**src/rtl/cordic_fsm_pkg.sv**
```systemverilog
// Shared definitions for the CORDIC control FSM: the fixed state encoding and
// the variable-counter codes that pick the X/Y/Z register.
package cordic_fsm_pkg;

    typedef enum logic [3:0] {
        ST_IDLE      = 4'd0,
        ST_INIT      = 4'd1,
        ST_LOAD_RB2  = 4'd2,
        ST_SHIFT_LUT = 4'd3,
        ST_BEGIN_ADD = 4'd4,
        ST_WAIT_ADD  = 4'd5,
        ST_NEXT_VAR  = 4'd6,
        ST_OUTPUT    = 4'd7,
        ST_DONE      = 4'd8
    } state_e;

    localparam logic [1:0] VAR_X = 2'b00;
    localparam logic [1:0] VAR_Y = 2'b01;
    localparam logic [1:0] VAR_Z = 2'b10;

endpackage

```
**src/rtl/cordic_fsm_ctrl.sv**
```systemverilog
// Control FSM for an iterative variable-serial CORDIC sin/cos datapath.
// Define CORDIC_FSM_STATE_DBG_EN to expose the state register on state_dbg.
module cordic_fsm_ctrl
    import cordic_fsm_pkg::*;
(
    input  logic       clk,
    input  logic       reset,
    input  logic       beg_FSM_CORDIC,
    input  logic       ACK_FSM_CORDIC,
    input  logic       operation,
    input  logic [1:0] shift_region_flag,
    input  logic [1:0] cont_var,
    input  logic       ready_add_subt,
    input  logic       max_tick_iter,
    input  logic       min_tick_iter,
    input  logic       max_tick_var,
    input  logic       min_tick_var,
    output logic       reset_reg_cordic,
    output logic       ready_CORDIC,
    output logic       beg_add_subt,
    output logic       ack_add_subt,
    output logic       sel_mux_1,
    output logic       sel_mux_3,
    output logic [1:0] sel_mux_2,
    output logic       mode,
    output logic       enab_cont_iter,
    output logic       load_cont_iter,
    output logic       enab_cont_var,
    output logic       load_cont_var,
    output logic       enab_RB1,
    output logic       enab_RB2,
    output logic       enab_d_ff_Xn,
    output logic       enab_d_ff_Yn,
    output logic       enab_d_ff_Zn,
    output logic       enab_d_ff_out,
    output logic       enab_dff_shifted_x,
    output logic       enab_dff_shifted_y,
    output logic       enab_dff_LUT,
    output logic       enab_dff_sign
`ifdef CORDIC_FSM_STATE_DBG_EN
    ,
    output logic [3:0] state_dbg
`endif
);

    state_e state_q, state_d;

    // The variable counter's first-count flag has no role in sequencing.
    logic unused_min_tick_var;
    assign unused_min_tick_var = min_tick_var;

    assign mode      = 1'b0;
    assign sel_mux_3 = operation ^ (shift_region_flag[1] ^ shift_region_flag[0]);

    always_ff @(posedge clk or posedge reset) begin
        if (reset) begin
            state_q <= ST_IDLE;
        end else begin
            state_q <= state_d;
        end
    end

`ifdef CORDIC_FSM_STATE_DBG_EN
    assign state_dbg = state_q;
`endif

    always_comb begin
        state_d            = state_q;
        reset_reg_cordic   = 1'b0;
        ready_CORDIC       = 1'b0;
        beg_add_subt       = 1'b0;
        ack_add_subt       = 1'b0;
        sel_mux_1          = 1'b0;
        sel_mux_2          = 2'b00;
        enab_cont_iter     = 1'b0;
        load_cont_iter     = 1'b0;
        enab_cont_var      = 1'b0;
        load_cont_var      = 1'b0;
        enab_RB1           = 1'b0;
        enab_RB2           = 1'b0;
        enab_d_ff_Xn       = 1'b0;
        enab_d_ff_Yn       = 1'b0;
        enab_d_ff_Zn       = 1'b0;
        enab_d_ff_out      = 1'b0;
        enab_dff_shifted_x = 1'b0;
        enab_dff_shifted_y = 1'b0;
        enab_dff_LUT       = 1'b0;
        enab_dff_sign      = 1'b0;

        case (state_q)
            ST_IDLE: begin
                if (beg_FSM_CORDIC) state_d = ST_INIT;
            end
            ST_INIT: begin
                reset_reg_cordic = 1'b1;
                enab_RB1         = 1'b1;
                load_cont_iter   = 1'b1;
                load_cont_var    = 1'b1;
                state_d          = ST_LOAD_RB2;
            end
            ST_LOAD_RB2: begin
                // First iteration feeds RB2 from the input angle, later ones from Z.
                enab_RB2  = 1'b1;
                sel_mux_1 = ~min_tick_iter;
                state_d   = ST_SHIFT_LUT;
            end
            ST_SHIFT_LUT: begin
                enab_dff_shifted_x = 1'b1;
                enab_dff_shifted_y = 1'b1;
                enab_dff_LUT       = 1'b1;
                enab_dff_sign      = 1'b1;
                state_d            = ST_BEGIN_ADD;
            end
            ST_BEGIN_ADD: begin
                beg_add_subt = 1'b1;
                sel_mux_2    = cont_var;
                state_d      = ST_WAIT_ADD;
            end
            ST_WAIT_ADD: begin
                sel_mux_2 = cont_var;
                if (ready_add_subt) begin
                    ack_add_subt = 1'b1;
                    enab_d_ff_Xn = (cont_var == VAR_X);
                    enab_d_ff_Yn = (cont_var == VAR_Y);
                    enab_d_ff_Zn = (cont_var == VAR_Z);
                    state_d      = ST_NEXT_VAR;
                end
            end
            ST_NEXT_VAR: begin
                enab_cont_var = 1'b1;
                if (!max_tick_var) begin
                    state_d = ST_BEGIN_ADD;
                end else if (!max_tick_iter) begin
                    enab_cont_iter = 1'b1;
                    state_d        = ST_LOAD_RB2;
                end else begin
                    state_d = ST_OUTPUT;
                end
            end
            ST_OUTPUT: begin
                enab_d_ff_out = 1'b1;
                state_d       = ST_DONE;
            end
            ST_DONE: begin
                ready_CORDIC = 1'b1;
                if (ACK_FSM_CORDIC) state_d = ST_IDLE;
            end
            default: state_d = ST_IDLE;
        endcase
    end

endmodule

```
**config.mk**
```make
export PLATFORM = sky130hd
export DESIGN_NAME = cordic_fsm_ctrl
export DESIGN_NICKNAME = d
export VERILOG_FILES = /design/src/rtl/cordic_fsm_pkg.sv /design/src/rtl/cordic_fsm_ctrl.sv
export SDC_FILE = /design/constraint.sdc
export NUM_CORES = 1
export LEC_CHECK = 0
export BUFFER_PORTS_ARGS = -buffer_cell sky130_fd_sc_hd__buf_2
export CAP_MARGIN = 5
export CORE_MARGIN = 2
export CORE_UTILIZATION = 30
export CTS_BUF_LIST = sky130_fd_sc_hd__clkbuf_4
export DETAILED_ROUTE_END_ITERATION = 8
export PLACE_DENSITY = 0.67
export SLEW_MARGIN = 10
export SYNTH_ARGS = -nofsm -noshare
export SYNTH_HDL_FRONTEND = slang
export SYNTH_SLANG_ARGS = --single-unit
```
**constraint.sdc**
```tcl
create_clock -name clk -period 2.6 [get_ports clk]
set_input_delay 0.52 -clock clk [delete_from_list [all_inputs] [get_ports clk]]
set_output_delay 0.52 -clock clk [all_outputs]
set_load 0.01 [all_outputs]
```
==> flow_summary.toml, run 1 <==
[outcome]
outcome = "finished clean"

[finish]
fill_cells = 138
top_regs = "state_q (4)"
n_antenna_cell = 0
area_growth_pct = 35.4
design_area_um2 = 551
largest_reg_flops = 4
fin_cells = 96
nNetsFinal = 97
drive_above_1_share = 0.481
final_core_util = 0.428
regArea_um2 = 100
multiInputGateArea_um2 = 220
regMostFlops = "state_q"

[floorplan]
rows = 13
start_util = 0.316
die_w_um = 40.8
fp.dieArea_um2 = 1670
dieHeight_um = 40.8
io_pins = 37
core_area_um2 = 1280

[hold_path]
hp-class = "in2async"

[clocking]
ctsResizeCount = 0
numCtsBuffers = 3
ctsHoldBuffers = 0
cts_buffer_depth = 2
cts_setup_buffers = 0
path_clk_slew_ps = 40
tritoncts = "done"
cts.htree.levels = 1
cts-root-buf = "clkbuf_4"
clock-sinks = 4
clock_latency_ps = 240

[power_and_ir_drop]
powerDensity_nw_per_um2 = 1000
ir_drop_uv = 429
p_int_mw = 0.280
p_leak_nw = 0.322
switching_power_mw = 0.272
p_seq_frac = 0.304
clkPwrFrac = 0.142
finalPower_mw = 0.553
p_sw_frac = 0.493
p_comb_frac = 0.554

[place]
hpwlAfterDp_um = 772
globalplace.congestion = 0.753
pre_cts_slack_ps = 836
placed_area_um2 = 528
portBuffers = 34
dpl.cell_count = 93

[timing]
tns_ps = 0
setup-violations-final = 0
min_period_ps = 2030
hold_viol = 0
fmax_ghz = 0.493
grt_setup_unrepaired = "false"
fin_crit_sh = 0.780
slew_viol_final = 0
fin_ws_ps = 573
fin_hold_ws_ps = 148
skew_ps = 4.75

[grt]
grt_pass1_vias = 375
overflow = 0
gr-usage-all-layers = 0.143
grt_start_max_net_pins = 13
grt_pass1_wl_um = 1470
antenna_found_initial = 0

[route]
drt_first_pass_iters = 2
antenna_left = 0
wl_per_cell_um = 10.7
drt_iter0_markers = 3
drcViolationCount = 0
routed_via_density = 4.81
vias = 462
wl_um = 1030

[yosys]
yosysTopAreaCell = "dfrtp_1"
syn_inst = 54
yosys.area.top_type_share = 0.246
ys_seq_elements = 4
synth_edf_count = 0
ys_seq_area_frac = 0.246
avgSynthCellArea_um2 = 7.53
synth.distinct_cells = 23
synth_area_leaders = "dfrtp_1, buf_4, nor3_1"
synth_common_cells = "buf_4, nor3_1"
synthArstFlopShare = 1.00
syn_nets = 68
ys_warn_count = 0
syn_area_um2 = 407
synth_top_flop_cell = "dfrtp_1"

[critical_path]
path_max_fanout = 12
cp.required_ps = 2080
critPathLaunch = "state_q[1]"
slowest_delay_ps = 490
worstSetupPathType = "reg2out"
r2r_start = "state_q[3]"
endpoint = "enab_d_ff_Yn"
cp_data_arrival_time_ps = 1510
crit_path_start_kind = "flip-flop"
cp.buffers_inverters = 1
slowest_stage = "dfrtp_1"
cp-end-kind = "output pin"
rrSetupSlack_ps = 1280
r2r_cells = 3
critPathTopFamily = "simple AND/OR/NAND/NOR gates"
crit_chain = "nor2b_1, nand4b_1, nor3b_1, buf_2"
r2r_end = "state_q[0]"
crit_cells = 4

[job]
drv_cap = 0
[how the worst min path moves through the flow]
stage                     startpoint  cells past startpoint          to  slack (ps)
after global routing           reset                      2  state_q[3]         150
after floorplan                reset                      1  state_q[0]         290
final                          reset                      2  state_q[3]         150
after CTS                      reset                      2  state_q[3]         150
after global placement         reset                      2  state_q[2]         400
after detailed placement       reset                      2  state_q[2]         410
[area by class of cell]
class	count	share of cell area
inverters	5	0.0341
repair buffers	34	0.309
well taps	15	0.0341
multi-input cells	35	0.400
flip-flops and latches	4	0.182
clock buffers	3	0.0409
[layout by cell type, fill, tap and decap left out, types with 2 or more instances in the layout]
cell      netlist  layout
a21oi_1         4       4
buf_2           3      34
clkbuf_4        0       3
dfrtp_1         4       4
inv_1           4       4
nand2_1         2       2
nand2b_1        2       2
nor2_1          2       2
nor3_1          7       7
nor3b_1         4       4
nor4_1          2       2
xnor2_1         2       2
[per-layer routing]
metal / track usage / part of all wire
met1: 0.145 / 0.40
met5: 0 / 0
met4: 0.0333 / 0
met3: 0.0978 / 0.097
met2: 0.238 / 0.50
[power groups by stage]
stage          clock network [mW]  logic, mW  registers [mW]
6_report                   0.0785      0.306           0.168
5_1_grt                    0.0894      0.348           0.177
4_1_cts                    0.0817      0.308           0.168
3_5_place_dp                    0      0.307           0.168
3_3_place_gp                    0      0.302           0.165
2_1_floorplan                   0      0.292           0.115
[worst register-to-register path, stage by stage, from the launching register on]
cell	delay (ps)
dfrtp_1	470
nand2b_4	230
or4_1	420
o41ai_1	80
[kinds of logic after synthesis]
logic type,Yosys count,share of synthesized area
compound gates,8,0.120
buf+inv,15,0.212
flops,4,0.246
other cells,1,0.00922
xor+xnor,2,0.0431
simple gates,24,0.369
No activity file was read; power rests on OpenSTA's default activity.
==> inputs of run 2 (changes only) <==
--- a/config.mk
+++ b/config.mk
@@ -11,7 +11,7 @@
 export CORE_UTILIZATION = 30
 export CTS_BUF_LIST = sky130_fd_sc_hd__clkbuf_4
 export DETAILED_ROUTE_END_ITERATION = 8
-export PLACE_DENSITY = 0.67
+export PLACE_DENSITY = 0.7
 export SLEW_MARGIN = 10
 export SYNTH_ARGS = -nofsm -noshare
 export SYNTH_HDL_FRONTEND = slang
==> constraint.sdc (replaced) <==
create_clock -name clk -period 1.8 [get_ports clk]
set_input_delay 0.36 -clock clk [delete_from_list [all_inputs] [get_ports clk]]
set_output_delay 0.36 -clock clk [all_outputs]
set_load 0.01 [all_outputs]
==> run 2 against run 1 <==
Flip-flop and latch count stayed put. Largest power group unchanged. Worst setup slack got worse by 500 ps. Utilization is 6.0 points higher. Routed wire length up 5.1%. Combinational power rose by 86%. Critical endpoint unchanged. First-iteration DRC count fell by 33%. Clock skew down 3.1 ps. Cell count rose by 6.3%. Critical path depth stayed put.
==> flow_summary.toml, run 2 (synthesis gave the netlist of run 1 again) <==
[critical_path]
r2r_start = "state_q[0]"
cp.required_ps = 1440
r2r_end = "state_q[0]"
critPathLaunch = "state_q[0]"
cp-end-kind = "output pin"
r2r_cells = 4
path_max_fanout = 6
crit_path_start_kind = "flip-flop"
worstSetupPathType = "reg2out"
endpoint = "enab_d_ff_Yn"
rrSetupSlack_ps = 480
cp_data_arrival_time_ps = 1370

[grt]
gr-usage-all-layers = 0.136
grt_pass1_wl_um = 1470
antenna_found_initial = 0
grt_pass1_vias = 385
overflow = 0
grt_start_max_net_pins = 12

[finish]
nNetsFinal = 103
drive_above_1_share = 0.609
regMostFlops = "state_q"
layout.cells.most_common_list = "buf_2, nor3_1, buf_4"
top_regs = "state_q (4)"
design_area_um2 = 628
area_growth_pct = 54.5
multiInputGateArea_um2 = 245
fill_cells = 143
fin_cells = 102
regArea_um2 = 105
largest_reg_flops = 4
n_antenna_cell = 0
mostFrequentLayoutCell = "buf_2"

[route]
antenna_left = 0
wl_um = 1080
vias = 488
wl_per_cell_um = 10.6
drcViolationCount = 0
drt_first_pass_iters = 3
drt_iter0_markers = 2
routed_via_density = 4.78

[timing]
fmax_ghz = 0.579
skew_ps = 1.64
fin_crit_sh = 0.960
hold_viol = 0
grt_setup_unrepaired = "true"
min_period_ps = 1730
slew_viol_final = 0
setup-violations-final = 0

[power_and_ir_drop]
ir_drop_uv = 569
p_leak_nw = 0.350
powerDensity_nw_per_um2 = 1450

[floorplan]
dieHeight_um = 40.8
rows = 13
io_pins = 37
start_util = 0.316
core_area_um2 = 1280
die_w_um = 40.8
fp.dieArea_um2 = 1670

[clocking]
tritoncts = "done"
numCtsBuffers = 3
clock-sinks = 4
cts-root-buf = "clkbuf_4"
clock_latency_ps = 230
cts_buffer_depth = 2
cts.htree.levels = 1
path_clk_slew_ps = 40

[job]
drv_cap = 0

[place]
dpl.cell_count = 93
globalplace.congestion = 0.733
portBuffers = 34
hpwlAfterDp_um = 780
placed_area_um2 = 528

[outcome]
outcome = "finished clean"

[hold_path]
hp-class = "in2reg"
-- run 2: through the flow --
step | utilization | setup TNS (ps) | power (mW) | worst slack (ps) | hold slack (ps)
2_1_floorplan | - | 0 | 0.587 | 19.5 | 126
3_3_place_gp | 0.411 | 0 | 0.675 | 236 | 242
3_5_place_dp | 0.411 | 0 | 0.684 | 206 | 244
4_1_cts | 0.455 | 0 | 0.842 | 31.4 | 425
5_1_grt | 0.489 | -165 | 1.01 | -45.1 | 451
6_report | 0.489 | 0 | 0.910 | 72.6 | 424
-- run 2: report_power, final --
group | internal (mW) | switching [mW] | total (mW)
Sequential | 0.139 | 0.0921 | 0.231
Clock | 0.0744 | 0.0342 | 0.109
Combinational | 0.276 | 0.294 | 0.570
-- run 2: timing repair --
item,4_1_cts,5_1_grt
resized for setup,4,5
hold endpoints to repair,4,0
pin swaps,1,3
setup buffers,2,3
hold buffers,1,0
setup endpoints to repair,6,8
-- run 2: worst min-delay path by stage --
stage | start | to | slack [ps] | cells after the start
floorplan | reset | state_q[0] | 130 | 1
finish | ACK_FSM_CORDIC | state_q[3] | 420 | 3
detailed placement | reset | state_q[0] | 240 | 2
global placement | reset | state_q[2] | 240 | 2
CTS | ACK_FSM_CORDIC | state_q[3] | 430 | 3
global route | ACK_FSM_CORDIC | state_q[3] | 450 | 3
-- run 2: cell type report --
class | count | area share
clock buffers | 3 | 0.0359
inverters | 5 | 0.0299
multi-input cells | 35 | 0.390
flip-flops and latches | 4 | 0.167
well taps | 15 | 0.0299
repair buffers | 40 | 0.347
-- run 2: critical path: stages, from the launching register on --
cell	delay, ps
dfrtp_2	400
nor2b_2	160
nand4b_1	200
nor3b_1	210
buf_2	160
-- run 2: metal layers --
| layer | vias up | GRT usage | wire length (µm) |
|---|---|---|---|
| met4 | 0 | 0.100 | 0 |
| met1 | 220 | 0.140 | 402 |
| met5 | - | 0 | 0 |
| li1 | 246 | - | - |
| met3 | 0 | 0.0163 | 71 |
| met2 | 22 | 0.246 | 604 |
==> inputs of run 3 (changes only) <==
--- a/config.mk
+++ b/config.mk
@@ -7,11 +7,13 @@
 export LEC_CHECK = 0
 export BUFFER_PORTS_ARGS = -buffer_cell sky130_fd_sc_hd__buf_2
 export CAP_MARGIN = 5
+export CELL_PAD_IN_SITES_DETAIL_PLACEMENT = 1
+export CELL_PAD_IN_SITES_GLOBAL_PLACEMENT = 1
 export CORE_MARGIN = 2
-export CORE_UTILIZATION = 30
+export CORE_UTILIZATION = 21
 export CTS_BUF_LIST = sky130_fd_sc_hd__clkbuf_4
 export DETAILED_ROUTE_END_ITERATION = 8
-export PLACE_DENSITY = 0.7
+export PLACE_DENSITY_LB_ADDON = 0.1
 export SLEW_MARGIN = 10
 export SYNTH_ARGS = -nofsm -noshare
 export SYNTH_HDL_FRONTEND = slang
==> run 3 against run 2 <==
First-iteration DRC count rose to 2.5 times the previous value. Critical endpoint unchanged. Sequential share of layout area is 0.52 points lower. Critical path depth did not move. Register-to-register slack worse by 30 ps. The flow now finishes with violations (setup timing). Combinational power is 3% higher. Sequential power increased by 3%. Clock skew rose by 1.8 ps.
==> flow_summary.toml, run 3 (synthesis gave the netlist of run 1 again) <==
[floorplan]
fp.dieArea_um2 = 2300
dieHeight_um = 48.0
core_area_um2 = 1780
io_pins = 37
start_util = 0.228
rows = 15
die_w_um = 48.0

[finish]
layout.cells.most_common_list = "buf_2, nor3_1, buf_4"
regMostFlops = "state_q"
n_antenna_cell = 0
largest_reg_flops = 4
fin_cells = 113
mostFrequentLayoutCell = "buf_2"
drive_above_1_share = 0.602
nNetsFinal = 104
area_growth_pct = 59.4
design_area_um2 = 648
top_regs = "state_q (4)"

[place]
dpl.cell_count = 105
hpwlAfterDp_um = 1010
globalplace.congestion = 0.676
portBuffers = 34
placed_area_um2 = 556

[route]
wl_um = 1300
wl_per_cell_um = 11.5
drt_first_pass_iters = 3
drcViolationCount = 0
antenna_left = 0
vias = 497
routed_via_density = 4.40
drt_iter0_markers = 5

[critical_path]
slowest_delay_ps = 430
crit_path_start_kind = "flip-flop"
slowest_stage = "dfrtp_2"
cp_data_arrival_time_ps = 1450
path_max_fanout = 8
worstSetupPathType = "reg2out"
cp.required_ps = 1440
crit_chain = "nor2b_4, nand4b_1, nor3b_1, buf_2"
cp-end-kind = "output pin"

[timing]
grt_setup_unrepaired = "true"
setup-violations-final = 1
skew_ps = 3.44
hold_viol = 0
fin_crit_sh = 1.00
fmax_ghz = 0.554
min_period_ps = 1810
fin_hold_ws_ps = 389
slew_viol_final = 0
fin_ws_ps = -5.43
tns_ps = -5.43

[grt]
gr-usage-all-layers = 0.110
grt_start_max_net_pins = 11
grt_pass1_vias = 442
antenna_found_initial = 0
overflow = 0
grt_pass1_wl_um = 1780

[clocking]
path_clk_slew_ps = 40
cts-root-buf = "clkbuf_4"
tritoncts = "done"
cts_buffer_depth = 2
cts.htree.levels = 1
clock-sinks = 4
clock_latency_ps = 240
numCtsBuffers = 3

[power_and_ir_drop]
p_leak_nw = 0.356
ir_drop_uv = 550
powerDensity_nw_per_um2 = 1450

[outcome]
outcome = "finished with violations"
violations = "setup timing"

[hold_path]
hp-class = "in2reg"

[job]
drv_cap = 0
## run 3: cell types whose count changed in the layout (fill, tap and decap cells not counted), sizes merged
cell  change
buf       +1
## run 3: critical path, delay by kind of cell, from the launching register on
| kind | cells | cell delay (ps) |
|---|---|---|
| AND/OR/NAND/NOR | 3 | 610 |
| flip-flops | 1 | 430 |
| buffers and inverters | 1 | 160 |
## run 3: cell type report
type / instances / area [µm²]
multi-input combinational: 35 / 239
inverter: 5 / 18.8
tap: 25 / 31.3
sequential: 4 / 105
clock buffer: 3 / 22.5
fill: 233 / 1130
timing repair buffer: 41 / 231
## run 3: worst paths after layout
check / startpoint / endpoint / slack [ps] / cells past startpoint
worst min-delay path: ACK_FSM_CORDIC / state_q[3] / 390 / 3
worst max-delay path: state_q[0] / enab_d_ff_Yn / -5 / 4
min in group asynchronous: reset / state_q[3] / 560 / 3
max in group asynchronous: reset / state_q[2] / 1080 / 3
worst min register to register: state_q[3] / state_q[1] / 550 / 1
worst max register to register: state_q[1] / state_q[0] / 450 / 3
## run 3: metrics by stage
stage	setup WS, ps	util	power (mW)
detailed placement	187	0.312	0.740
CTS	5.26	0.331	0.865
finish	-5.43	0.364	0.938
global route	-91.6	0.364	1.03
floorplan	19.5	-	0.587
global placement	212	0.312	0.733
## run 3: timing repair
action | in CTS | in global routing
hold buffers | 1 | 0
setup buffers | 0 | 4
endpoints found under the hold margin | 4 | 0
resized for setup | 2 | 8
pin swaps | 0 | 3
setup endpoints to repair | 7 | 12
## run 3: power breakdown
group          internal [mW]  switching (mW)
clock network         0.0747          0.0382
registers              0.139          0.0973
logic                  0.290           0.299
## run 3: routing by layer
metal  share of wire  GRT usage  up-vias
met2            0.50      0.205       24
met3           0.081     0.0453        0
met1            0.42      0.117      226
met5               0          0        -
li1                -          -      247
met4               0     0.0162        0
